[src/rtl/sfq_tx_pkg.sv]
// rtl/sfq_tx_pkg.sv - shared state encoding and parameter legality check for the SFQ pulse transmitter
package sfq_tx_pkg;

   typedef enum logic [1:0] {IDLE, SHIFT, GAP} state_t;

   function automatic bit params_ok(input int width, input int bit_cycles, input int gap_cycles);
      return (width >= 1) && (bit_cycles >= 2) && (bit_cycles % 2 == 0) && (gap_cycles >= 0);
   endfunction

endpackage

[src/rtl/sfq_slot_timer.sv]
// rtl/sfq_slot_timer.sv - slot/bit counters producing slot start, mid-slot and final-slot strobes
module sfq_slot_timer #(
   parameter int WIDTH      = 8,
   parameter int BIT_CYCLES = 4
) (
   input  logic clk,
   input  logic rst,
   input  logic start,
   input  logic run,
   output logic slot_start,
   output logic slot_mid,
   output logic last_slot
);

   localparam int CW = $clog2(BIT_CYCLES);
   localparam int IW = (WIDTH > 1) ? $clog2(WIDTH) : 1;

   logic [CW-1:0] slot_cnt;
   logic [IW-1:0] bit_idx;
   logic          slot_end;
   logic          final_bit;

   assign slot_end   = (slot_cnt == CW'(BIT_CYCLES - 1));
   assign final_bit  = (bit_idx == IW'(WIDTH - 1));
   assign slot_start = run && (slot_cnt == '0);
   assign slot_mid   = run && (slot_cnt == CW'(BIT_CYCLES / 2));
   assign last_slot  = run && slot_end && final_bit;

   // The bit index parks on the final bit; the FSM leaves SHIFT on last_slot.
   always_ff @(posedge clk or posedge rst) begin
      if (rst) begin
         slot_cnt <= '0;
         bit_idx  <= '0;
      end else if (start) begin
         slot_cnt <= '0;
         bit_idx  <= '0;
      end else if (run) begin
         if (slot_end) begin
            slot_cnt <= '0;
            if (!final_bit) bit_idx <= bit_idx + 1'b1;
         end else begin
            slot_cnt <= slot_cnt + 1'b1;
         end
      end
   end

endmodule

[src/rtl/sfq_pulse_tx.sv]
// rtl/sfq_pulse_tx.sv - toggle-encoded SFQ data/clock frame transmitter with inter-frame gap
module sfq_pulse_tx
   import sfq_tx_pkg::*;
#(
   parameter int WIDTH      = 8,
   parameter int BIT_CYCLES = 4,
   parameter int GAP_CYCLES = 2
) (
   input  logic             clk,
   input  logic             rst,
   input  logic [WIDTH-1:0] in_data,
   input  logic             in_valid,
   output logic             in_ready,
   output logic             out,
   output logic             out_clk,
   output logic             busy,
   output logic             done
);

   localparam int GW = (GAP_CYCLES > 1) ? $clog2(GAP_CYCLES) : 1;

   if (!params_ok(WIDTH, BIT_CYCLES, GAP_CYCLES)) begin : g_bad_params
      $error("sfq_pulse_tx: illegal WIDTH/BIT_CYCLES/GAP_CYCLES");
   end

   state_t           state, state_next;
   logic             done_next;
   logic             accept;
   logic [WIDTH-1:0] shreg;
   logic [GW-1:0]    gap_cnt;
   logic             gap_last;
   logic             slot_start, slot_mid, last_slot;

   assign in_ready = (state == IDLE);
   assign busy     = !in_ready;
   assign accept   = in_valid && in_ready;
   assign gap_last = (int'(gap_cnt) == GAP_CYCLES - 1);

   sfq_slot_timer #(
      .WIDTH      (WIDTH),
      .BIT_CYCLES (BIT_CYCLES)
   ) u_timer (
      .clk        (clk),
      .rst        (rst),
      .start      (accept),
      .run        (state == SHIFT),
      .slot_start (slot_start),
      .slot_mid   (slot_mid),
      .last_slot  (last_slot)
   );

   always_comb begin
      state_next = state;
      done_next  = 1'b0;
      case (state)
         IDLE:  if (in_valid) state_next = SHIFT;
         SHIFT: if (last_slot) begin
            if (GAP_CYCLES == 0) begin
               state_next = IDLE;
               done_next  = 1'b1;
            end else begin
               state_next = GAP;
            end
         end
         GAP: if (gap_last) begin
            state_next = IDLE;
            done_next  = 1'b1;
         end
         default: state_next = IDLE;
      endcase
   end

   // Pulse lines are levels; each change is one pulse, so they are never re-zeroed between frames.
   always_ff @(posedge clk or posedge rst) begin
      if (rst) begin
         state   <= IDLE;
         done    <= 1'b0;
         out     <= 1'b0;
         out_clk <= 1'b0;
         shreg   <= '0;
         gap_cnt <= '0;
      end else begin
         state   <= state_next;
         done    <= done_next;
         gap_cnt <= (state == GAP) ? gap_cnt + 1'b1 : '0;
         if (accept) begin
            shreg <= in_data;
         end else if (slot_start) begin
            out   <= out ^ shreg[0];
            shreg <= shreg >> 1;
         end
         if (slot_mid) out_clk <= ~out_clk;
      end
   end

endmodule

[config.mk]
export PLATFORM = sky130hd
export DESIGN_NAME = sfq_pulse_tx
export DESIGN_NICKNAME = d
export VERILOG_FILES = /design/src/rtl/sfq_tx_pkg.sv /design/src/rtl/sfq_slot_timer.sv /design/src/rtl/sfq_pulse_tx.sv
export SDC_FILE = /design/constraint.sdc
export NUM_CORES = 1
export LEC_CHECK = 0
export CORE_MARGIN = 8
export CORE_UTILIZATION = 54
export DETAILED_ROUTE_END_ITERATION = 8
export PLACE_DENSITY = 0.82
export SYNTH_ARGS = -nofsm -noshare
export SYNTH_HDL_FRONTEND = slang
export SYNTH_SLANG_ARGS = --single-unit
[constraint.sdc]
create_clock -name clk -period 2.95 [get_ports clk]
set_input_delay 0.4425 -clock clk [delete_from_list [all_inputs] [get_ports clk]]
set_output_delay 0.4425 -clock clk [all_outputs]
set_load 0.01 [all_outputs]
; Yosys cells after proc, flatten, opt, wreduce, memory -nomap -nowiden
; Cells that the tools add are included.
; Widths: inputs -> output; s select.
[word_totals]
register_bits = 19
latch_bits = 0
mem_bits_rw = 0
rom_bits = 0
input_bits = 11
out_inout_bits = 5
elab_cells = 53
n_memories = 0
[op_classes]
addsub = 3
n_mul = 0
div = 0
n_lt_le_gt_ge = 0
n_eq_ne = 9
shifts = 0
n_mux = 16
bitwise_logic = 3
n_reduce_logical = 14
[op_table]
columns = cell, count
row1 = $mux 8, 2
row2 = $mux 2, 6
row3 = $mux 3, 4
row4 = $ne 2x2->1 const B, 4
row5 = $eq 2x2->1 const B, 3
row6 = $pmux 2 s3, 1
row7 = $reduce_and 3->1, 2
row8 = $reduce_bool 2->1, 3
row9 = $logic_and 1x1->1, 5
row10 = $logic_not 2->1, 2
row11 = $add 3x1->3 const B, 1
row12 = $eq 3x3->1 const B, 1
row13 = $mux 1, 3
row14 = $add 2x1->2 const B, 1
row15 = $eq 2x1->1 const B, 1
row16 = $not 1->1, 2
row17 = $reduce_and 2->1, 1
row18 = $add 1x1->1 const B, 1
row19 = $logic_not 1->1, 1
row20 = $xor 1x1->1, 1

; Depth between registers and ports, before layout
; Gate-level depths: netlist of the first run.
[logic_depth]
word_depth = 5
ltp_mapped = 6
ltp_nobuf = 5

; Hierarchy
; Synthesis of the first run repeated with hierarchy kept, for this count alone.
[unflattened]
cells_unflattened = 78
hier_area_um2 = 1003.5
[by_module_without_submodules]
columns = mod, n_inst, cells_each, area_per_inst_um2, seq_area_each_um2
row1 = sfq_pulse_tx, 1, 48, 673.1, 350.3
row2 = sfq_slot_timer, 1, 30, 330.3, 125.1

; Worst setup path before layout of the first run
; OpenSTA, ideal clock, no wires.
[synth_timing]
path_kind = reg-to-reg
start = register u_timer.bit_idx[0]
end = register u_timer.bit_idx[0]
setup_time_ns = 0.125
arrival_ns = 1.405
required_ns = 2.825
path_slack_ns = 1.420
path_stages_with_launch = 6
n_path_buf = 0
period_less_slack_ns = 1.530
cell_sequence = dfrtp_1 ha_1 ha_1 and4bb_1 nor2_2 mux2_4
[synth_via]
elab_chain_len = 5
elab_cells_between_ends = 8
cone_classes = 1 x add/sub / 2 x eq/ne / 4 x mux / 1 x reduce/logical
[synth_lines]
columns = element, line_no
row1 = start: declaration, sfq_slot_timer.sv:19  ; logic [IW-1:0] bit_idx;
row2 = start signal: assignment, sfq_slot_timer.sv:40  ; if (!final_bit) bit_idx <= bit_idx + 1'b1;
row3 = $add 3x1->3, sfq_slot_timer.sv:40
row4 = $mux 3, sfq_slot_timer.sv:40
row5 = $mux 3, sfq_slot_timer.sv:38  ; if (slot_end) begin
row6 = $mux 3, sfq_slot_timer.sv:37  ; end else if (run) begin
row7 = $mux 3, sfq_slot_timer.sv:34  ; end else if (start) begin
; Several ways; a longest one is shown, not always the timed one. The select of a mux whose other input is x is not followed.
; A chain may end at the register's enable or synchronous reset.

; Worst setup path after layout of the first run
[layout_timing]
start = register state[1]
end = output in_ready
[layout_via]
elab_chain_len = 1
[layout_lines]
columns = element, line_no
row1 = start: declaration, sfq_pulse_tx.sv:26  ; state_t state, state_next;
row2 = start signal: assignment, sfq_pulse_tx.sv:83  ; state <= state_next;
row3 = $logic_not 2->1, sfq_pulse_tx.sv:34  ; assign in_ready = (state == IDLE);
row4 = end: declaration, sfq_pulse_tx.sv:13  ; output logic in_ready,
; Every way passes these cells.

==> flow_metrics.env, run 1 <==
export IMPL_grt_max_degree=20
export IMPL_residual_overflow_from_global_routing=0
export IMPL_mostFrequentLayoutCells="sky130_fd_sc_hd__dfrtp_1, sky130_fd_sc_hd__clkdlybuf4s50_1, sky130_fd_sc_hd__nand2_1"
export IMPL_count_of_vias_placed_by_the_detailed_router=657
export IMPL_grt_usage=0.111
export IMPL_routed_wire_length_per_instance_um=14.2
export IMPL_die_height_um=57.0
export IMPL_worst_ir_drop_vdd_mv=0.588
export IMPL_fin_crit_sh=0.673
export IMPL_combinationalPowerShare=0.406
export IMPL_worst_slew_pin_slew_ns=0.677
export IMPL_post_synth_main_area_contributors="sky130_fd_sc_hd__dfrtp_1, sky130_fd_sc_hd__ha_1, sky130_fd_sc_hd__nand2_1"
export IMPL_grt_antenna_before_repair=0
export IMPL_start_kind="register"
export IMPL_unrepaired_setup_endpoints_after_global_routing="false"
export IMPL_die_area_um2=3250
export IMPL_setup_slack_ns=0.966
export IMPL_max_freq_mhz=504
export IMPL_holdPathStages=1
export IMPL_pleak_nw=0.507
export IMPL_crit_fanout=10
export IMPL_timing_setup_critical_path_class="reg2out"
export IMPL_cp_slowest_stage_delay_ns=0.56
export IMPL_hold_path_startpoint="gap_cnt$_DFF_PP0_"
export IMPL_clock_skew_final_ns=0.00119
export IMPL_drt_antenna_violating_nets=0
export IMPL_insertedDiodeCount=0
export IMPL_numClockSinks=19
export IMPL_design_power_total_uw=910
export IMPL_first_pass_grt_wire_length_um=2920
export IMPL_fp_coreArea_um2=1650
export IMPL_p_switching_uw=321
export IMPL_ys_types=24
export IMPL_area_growth_syn_to_layout_pct=18.2
export IMPL_holdBufCountCts=0
export IMPL_timing_hold_worst_class="reg2reg"
export IMPL_power_sequential_fraction=0.452
export IMPL_timing_max_transition_violations_final=0
export IMPL_numPortBuffers=15
export IMPL_p_int_uw=589
export IMPL_slew_headroom=0.548
export IMPL_layout_commonest_cell="sky130_fd_sc_hd__dfrtp_1"
export IMPL_power_switching_fraction=0.353
export IMPL_cts_root_to_sink_buffers=2
export IMPL_root_buf_cell="sky130_fd_sc_hd__clkbuf_4"
export IMPL_postSynthNetCount=99
export IMPL_r2r_cells=5
export IMPL_cp_arrival_ns=1.54
export IMPL_dpl_instance_area_um2=1050
export IMPL_clock_tree_from_tritoncts="done"
export IMPL_outcome="finished, final reports clean"
export IMPL_yosys_warnings=0
export IMPL_num_rows=15
export IMPL_worstPathCellList="nor2_1 -> clkdlybuf4s50_1"
export IMPL_post_synthesis_cell_area_um2=907
export IMPL_max_cap_viol_count=0
export IMPL_netlist_instances=83
export IMPL_synth_top_cell_area_share=0.524
export IMPL_drc=0
export IMPL_regToRegStartpoint="u_timer.bit_idx[0]$_DFFE_PP0P_"
export IMPL_post_cts_resize_count=0
export IMPL_worst_hold_path_endpoint="gap_cnt$_DFF_PP0_"
export IMPL_drt_pass1_iter_count=4
export IMPL_nFillCells=129
export IMPL_drt_total_wl_um=1640
export IMPL_final_min_clock_period_ns=1.98
export IMPL_worst_endpoint_required_ns=2.51
export IMPL_grt_pass1_vias=655
export IMPL_synthDominantAreaCellType="sky130_fd_sc_hd__dfrtp_1"
export IMPL_cts_buffers_inserted=3
export IMPL_cts_clk_pin_slew_worst_paths_ns=0.10
export IMPL_clk_insertion_delay_late_ns=0.29
export IMPL_pwr_share_clk=0.142
export IMPL_worstReg2RegEnd="u_timer.bit_idx[0]$_DFFE_PP0P_"
export IMPL_cp_end_kind="output port"
export IMPL_floorplan_initialDensity=0.549
export IMPL_final_layout_size_suffix_gt1_frac=0.0714
export IMPL_cp_slowest_cell="sky130_fd_sc_hd__clkdlybuf4s50_1"
export IMPL_final_design_area_no_fill_um2=1070
export IMPL_powerDensity_nw_per_um2=849
export IMPL_setup_violations_final=0
export IMPL_cts_htree_levels=1
export IMPL_final_net_count=115
export IMPL_syn_mean_instance_area_um2=10.9
export IMPL_cts_setup_buffers=0
export IMPL_yosys_register_bits=19
export IMPL_die_width_um=57.0
export IMPL_place_ws_ns=1.11
export IMPL_final_weighted_congestion_of_routability_driven_global_placement=0.780
export IMPL_via_per_inst=5.71
export IMPL_boundaryPins=16
export IMPL_finalHoldViolCount=0
export IMPL_timing_reg2reg_setup_slack_ns=1.28
export IMPL_setup_tns_final_ns=0
export IMPL_initialDrtViolationCount=6
export IMPL_seq_area_frac_synth=0.524
-- stage by stage --
stage / instances / hold WS (ns) / utilization
floorplan: 83 / 0.394 / -
global placement: 111 / 0.425 / 0.633
detailed placement: 111 / 0.434 / 0.633
CTS: 115 / 0.448 / 0.649
global route: 115 / 0.465 / 0.649
finish: 115 / 0.448 / 0.649
-- final cells by class --
class | instances | area [um^2] | share of cell area
Multi-Input combinational cell | 56 | 384 | 0.358
Clock buffer | 4 | 26.3 | 0.0245
Inverter | 4 | 15.0 | 0.0140
Timing Repair Buffer | 15 | 150 | 0.140
Tap cell | 17 | 21.3 | 0.0198
Sequential cell | 19 | 475 | 0.443
-- cells in the mapped netlist --
library cell,instances
sky130_fd_sc_hd__and4bb_1,1
sky130_fd_sc_hd__nor2b_1,1
sky130_fd_sc_hd__a31oi_1,1
sky130_fd_sc_hd__nand3b_1,1
sky130_fd_sc_hd__ha_1,5
sky130_fd_sc_hd__a31o_2,1
sky130_fd_sc_hd__and3b_1,2
sky130_fd_sc_hd__nor3b_1,1
sky130_fd_sc_hd__a22o_1,4
sky130_fd_sc_hd__nor2_2,1
sky130_fd_sc_hd__or3b_1,1
sky130_fd_sc_hd__xnor2_1,2
sky130_fd_sc_hd__nor3b_4,1
sky130_fd_sc_hd__mux2_4,1
sky130_fd_sc_hd__nor2_1,6
sky130_fd_sc_hd__inv_1,4
sky130_fd_sc_hd__o21bai_1,1
sky130_fd_sc_hd__buf_6,2
sky130_fd_sc_hd__a21oi_1,8
sky130_fd_sc_hd__nand3_1,4
sky130_fd_sc_hd__a22oi_1,3
sky130_fd_sc_hd__nand2_1,11
sky130_fd_sc_hd__dfrtp_1,19
sky130_fd_sc_hd__buf_2,2
-- state kept, by name, summed over array words and instances, names as in the netlist --
signal            count
shreg                 8
u_timer.bit_idx       3
state                 2
u_timer.slot_cnt      2
done                  1
gap_cnt               1
out                   1
out_clk               1
-- worst max-delay path: cells and delay by family, from the launching register on --
family	cells	cell delay, ns
buffers and inverters	1	0.56
and+or+nand+nor	1	0.18
DFF	1	0.51
-- power by group through the flow --
stage | Clock (mW) | Combinational, mW | Sequential (mW)
2_1_floorplan | 0 | 0.277 | 0.402
3_3_place_gp | 0 | 0.356 | 0.408
3_5_place_dp | 0 | 0.372 | 0.415
4_1_cts | 0.131 | 0.375 | 0.411
5_1_grt | 0.143 | 0.421 | 0.422
6_report | 0.129 | 0.370 | 0.411
-- per-layer routing --
layer  up-vias  GRT usage  part of all wire
li1        317          -                 -
met1       316      0.133              0.43
met2        18      0.160              0.47
met3         6     0.0466             0.065
met4         0     0.0671             0.024
met5         -          0                 0
-- cell families after synthesis --
family          after synthesis  synth area share
buf+inv                       8            0.0524
fa+ha+maj                     5            0.0690
compound gates               18             0.132
flops                        19             0.524
simple gates                 30             0.186
xor+xnor                      2            0.0193
mux                           1            0.0165
-- worst max-delay path by stage --
stage,cells after the start,startpoint,to
final,2,state[1]$_DFFE_PP0P_,in_ready
after global routing,3,state[0]$_DFFE_PP0P_,busy
after CTS,2,state[0]$_DFFE_PP0P_,in_ready
after detailed placement,4,in_valid,u_timer.bit_idx[0]$_DFFE_PP0P_
after global placement,4,in_valid,u_timer.bit_idx[0]$_DFFE_PP0P_
after floorplan,5,u_timer.bit_idx[0]$_DFFE_PP0P_,u_timer.bit_idx[0]$_DFFE_PP0P_
Note: power is estimated with default switching activity, not from simulation.
==> inputs of run 2 (changes only) <==
--- a/config.mk
+++ b/config.mk
@@ -6,9 +6,9 @@
 export NUM_CORES = 1
 export LEC_CHECK = 0
 export CORE_MARGIN = 8
-export CORE_UTILIZATION = 54
+export CORE_UTILIZATION = 45
 export DETAILED_ROUTE_END_ITERATION = 8
-export PLACE_DENSITY = 0.82
+export PLACE_DENSITY = 0.73
 export SYNTH_ARGS = -nofsm -noshare
 export SYNTH_HDL_FRONTEND = slang
 export SYNTH_SLANG_ARGS = --single-unit
==> constraint.sdc (replaced) <==
create_clock -name clk -period 1.65 [get_ports clk]
set_input_delay 0.2475 -clock clk [delete_from_list [all_inputs] [get_ports clk]]
set_output_delay 0.2475 -clock clk [all_outputs]
set_load 0.01 [all_outputs]
==> run 2 against run 1 <==
Clock power increased by 81%. Wire length grew 3.7%. Design area up 6.7%. Clock skew grew 0.0017 ns. Global-route usage down 0.70 points. Largest cell class unchanged. Power is 82% higher. Via count fell by 0.15%. Non-clock buffer count up 7. Core utilization shrank 5.4 points.
==> flow_metrics.env, run 2 (same netlist as run 1, synthesis figures left out) <==
export IMPL_outcome="finished, final reports clean"
export IMPL_via_per_inst=4.97
export IMPL_worst_endpoint_required_ns=1.84
export IMPL_drc=0
export IMPL_reg_largest_list="shreg (8), u_timer.bit_idx (3)"
export IMPL_grt_pass1_vias=645
export IMPL_final_design_area_no_fill_um2=1140
export IMPL_area_growth_syn_to_layout_pct=26.1
export IMPL_fp_coreArea_um2=1920
export IMPL_powerDensity_nw_per_um2=1450
export IMPL_unrepaired_setup_endpoints_after_global_routing="false"
export IMPL_numPortBuffers=15
export IMPL_cts_clk_pin_slew_worst_paths_ns=0.10
export IMPL_worst_ir_drop_vdd_mv=0.783
export IMPL_setup_violations_final=0
export IMPL_cp_slowest_cell="sky130_fd_sc_hd__dfrtp_1"
export IMPL_boundaryPins=16
export IMPL_floorplan_initialDensity=0.472
export IMPL_max_freq_mhz=634
export IMPL_die_width_um=60.9
export IMPL_layout_commonest_cell="sky130_fd_sc_hd__dfrtp_1"
export IMPL_root_buf_cell="sky130_fd_sc_hd__clkbuf_4"
export IMPL_dpl_instance_area_um2=1100
export IMPL_clk_insertion_delay_late_ns=0.30
export IMPL_stdcell_count=132
export IMPL_finalHoldViolCount=0
export IMPL_grt_max_degree=20
export IMPL_num_rows=16
export IMPL_post_route_util=0.595
export IMPL_drt_antenna_violating_nets=0
export IMPL_setup_tns_final_ns=0
export IMPL_cp_arrival_ns=1.77
export IMPL_start_kind="register"
export IMPL_mostFrequentLayoutCells="sky130_fd_sc_hd__dfrtp_1, sky130_fd_sc_hd__clkdlybuf4s50_1, sky130_fd_sc_hd__nand2_1"
export IMPL_numPlacedInstances=126
export IMPL_nFillCells=174
export IMPL_cp_slowest_stage_delay_ns=0.41
export IMPL_final_min_clock_period_ns=1.58
export IMPL_die_area_um2=3710
export IMPL_finalHoldWorstSlack_ns=0.258
export IMPL_numClockSinks=19
export IMPL_grt_antenna_before_repair=0
export IMPL_fin_crit_sh=0.956
export IMPL_die_height_um=60.9
export IMPL_slew_headroom=0.781
export IMPL_cpMostUsedCell="sky130_fd_sc_hd__ha_1"
export IMPL_timing_max_transition_violations_final=0
export IMPL_crit_fanout=3
export IMPL_place_ws_ns=0.0914
export IMPL_largest_register_ffs=8
export IMPL_final_weighted_congestion_of_routability_driven_global_placement=0.737
export IMPL_cp_end_kind="register"
export IMPL_final_layout_size_suffix_gt1_frac=0.143
export IMPL_clock_tree_from_tritoncts="done"
export IMPL_design_power_total_mw=1.66
export IMPL_initialDrtViolationCount=13
export IMPL_setup_slack_ns=0.0719
export IMPL_first_pass_grt_wire_length_um=2840
export IMPL_drt_total_wl_um=1700
export IMPL_cts_buffers_inserted=3
export IMPL_worstPathCellList="ha_1 -> ha_1 -> and4bb_1 -> nor2_2 -> mux2_4"
export IMPL_clock_skew_final_ns=0.00287
export IMPL_residual_overflow_from_global_routing=0
export IMPL_count_of_vias_placed_by_the_detailed_router=656
export IMPL_routed_wire_length_per_instance_um=12.9
export IMPL_final_net_count=122
export IMPL_largest_register="shreg"
export IMPL_max_cap_viol_count=0
export IMPL_timing_reg2reg_setup_slack_ns=0.07
export IMPL_insertedDiodeCount=0
export IMPL_hpwl_um=1260
export IMPL_drt_pass1_iter_count=4
export IMPL_grt_usage=0.104
export IMPL_pleak_nw=0.560
export IMPL_timing_setup_critical_path_class="reg2reg"
export IMPL_timing_hold_worst_class="in2async"
export IMPL_cts_htree_levels=1
export IMPL_worst_slew_pin_slew_ns=0.327
export IMPL_cts_root_to_sink_buffers=2
-- run 2: worst paths after layout --
kind,from,endpoint,depth (start not counted)
worst min register to register,gap_cnt$_DFF_PP0_,gap_cnt$_DFF_PP0_,1
worst min-delay path,rst,shreg[4]$_DFFE_PP0P_,3
min in group clk,gap_cnt$_DFF_PP0_,gap_cnt$_DFF_PP0_,1
max in group asynchronous,rst,state[0]$_DFFE_PP0P_,3
worst max register to register,u_timer.bit_idx[0]$_DFFE_PP0P_,u_timer.bit_idx[0]$_DFFE_PP0P_,5
worst max-delay path,u_timer.bit_idx[0]$_DFFE_PP0P_,u_timer.bit_idx[0]$_DFFE_PP0P_,5
-- run 2: what timing repair did --
item	CTS	global route
setup buffers	2	0
setup endpoints to repair	2	2
hold buffers	0	0
gates resized for setup	1	2
-- run 2: layout make-up --
| cell class | instances | area (um^2) | share of cell area |
|---|---|---|---|
| Timing Repair Buffer | 22 | 208 | 0.182 |
| Clock buffer | 4 | 26.3 | 0.0230 |
| Sequential cell | 19 | 477 | 0.417 |
| Multi-Input combinational cell | 56 | 384 | 0.336 |
| Tap cell | 27 | 33.8 | 0.0295 |
| Inverter | 4 | 15.0 | 0.0131 |
-- run 2: critical path, delay by kind of cell, from the launching register on --
family                     cells  cell delay [ns]
and+or+nand+nor                2             0.39
muxes                          1             0.26
adders and majority gates      2             0.42
DFF                            1             0.41
-- run 2: per-layer routing --
layer | global-route usage | vias to the layer above | routed length, um
met2 | 0.152 | 14 | 796
met3 | 0.0339 | 3 | 75
met1 | 0.125 | 311 | 796
met5 | 0 | - | 0
li1 | - | 328 | -
met4 | 0.0698 | 0 | 28
-- run 2: where the power goes --
group / switching, mW / internal, mW / leakage [nW] / total [mW]
combinational: 0.339 / 0.374 / 0.303 / 0.713
clock: 0.138 / 0.0942 / 0.0150 / 0.233
sequential: 0.0959 / 0.619 / 0.242 / 0.715
total: 0.573 / 1.09 / 0.560 / 1.66
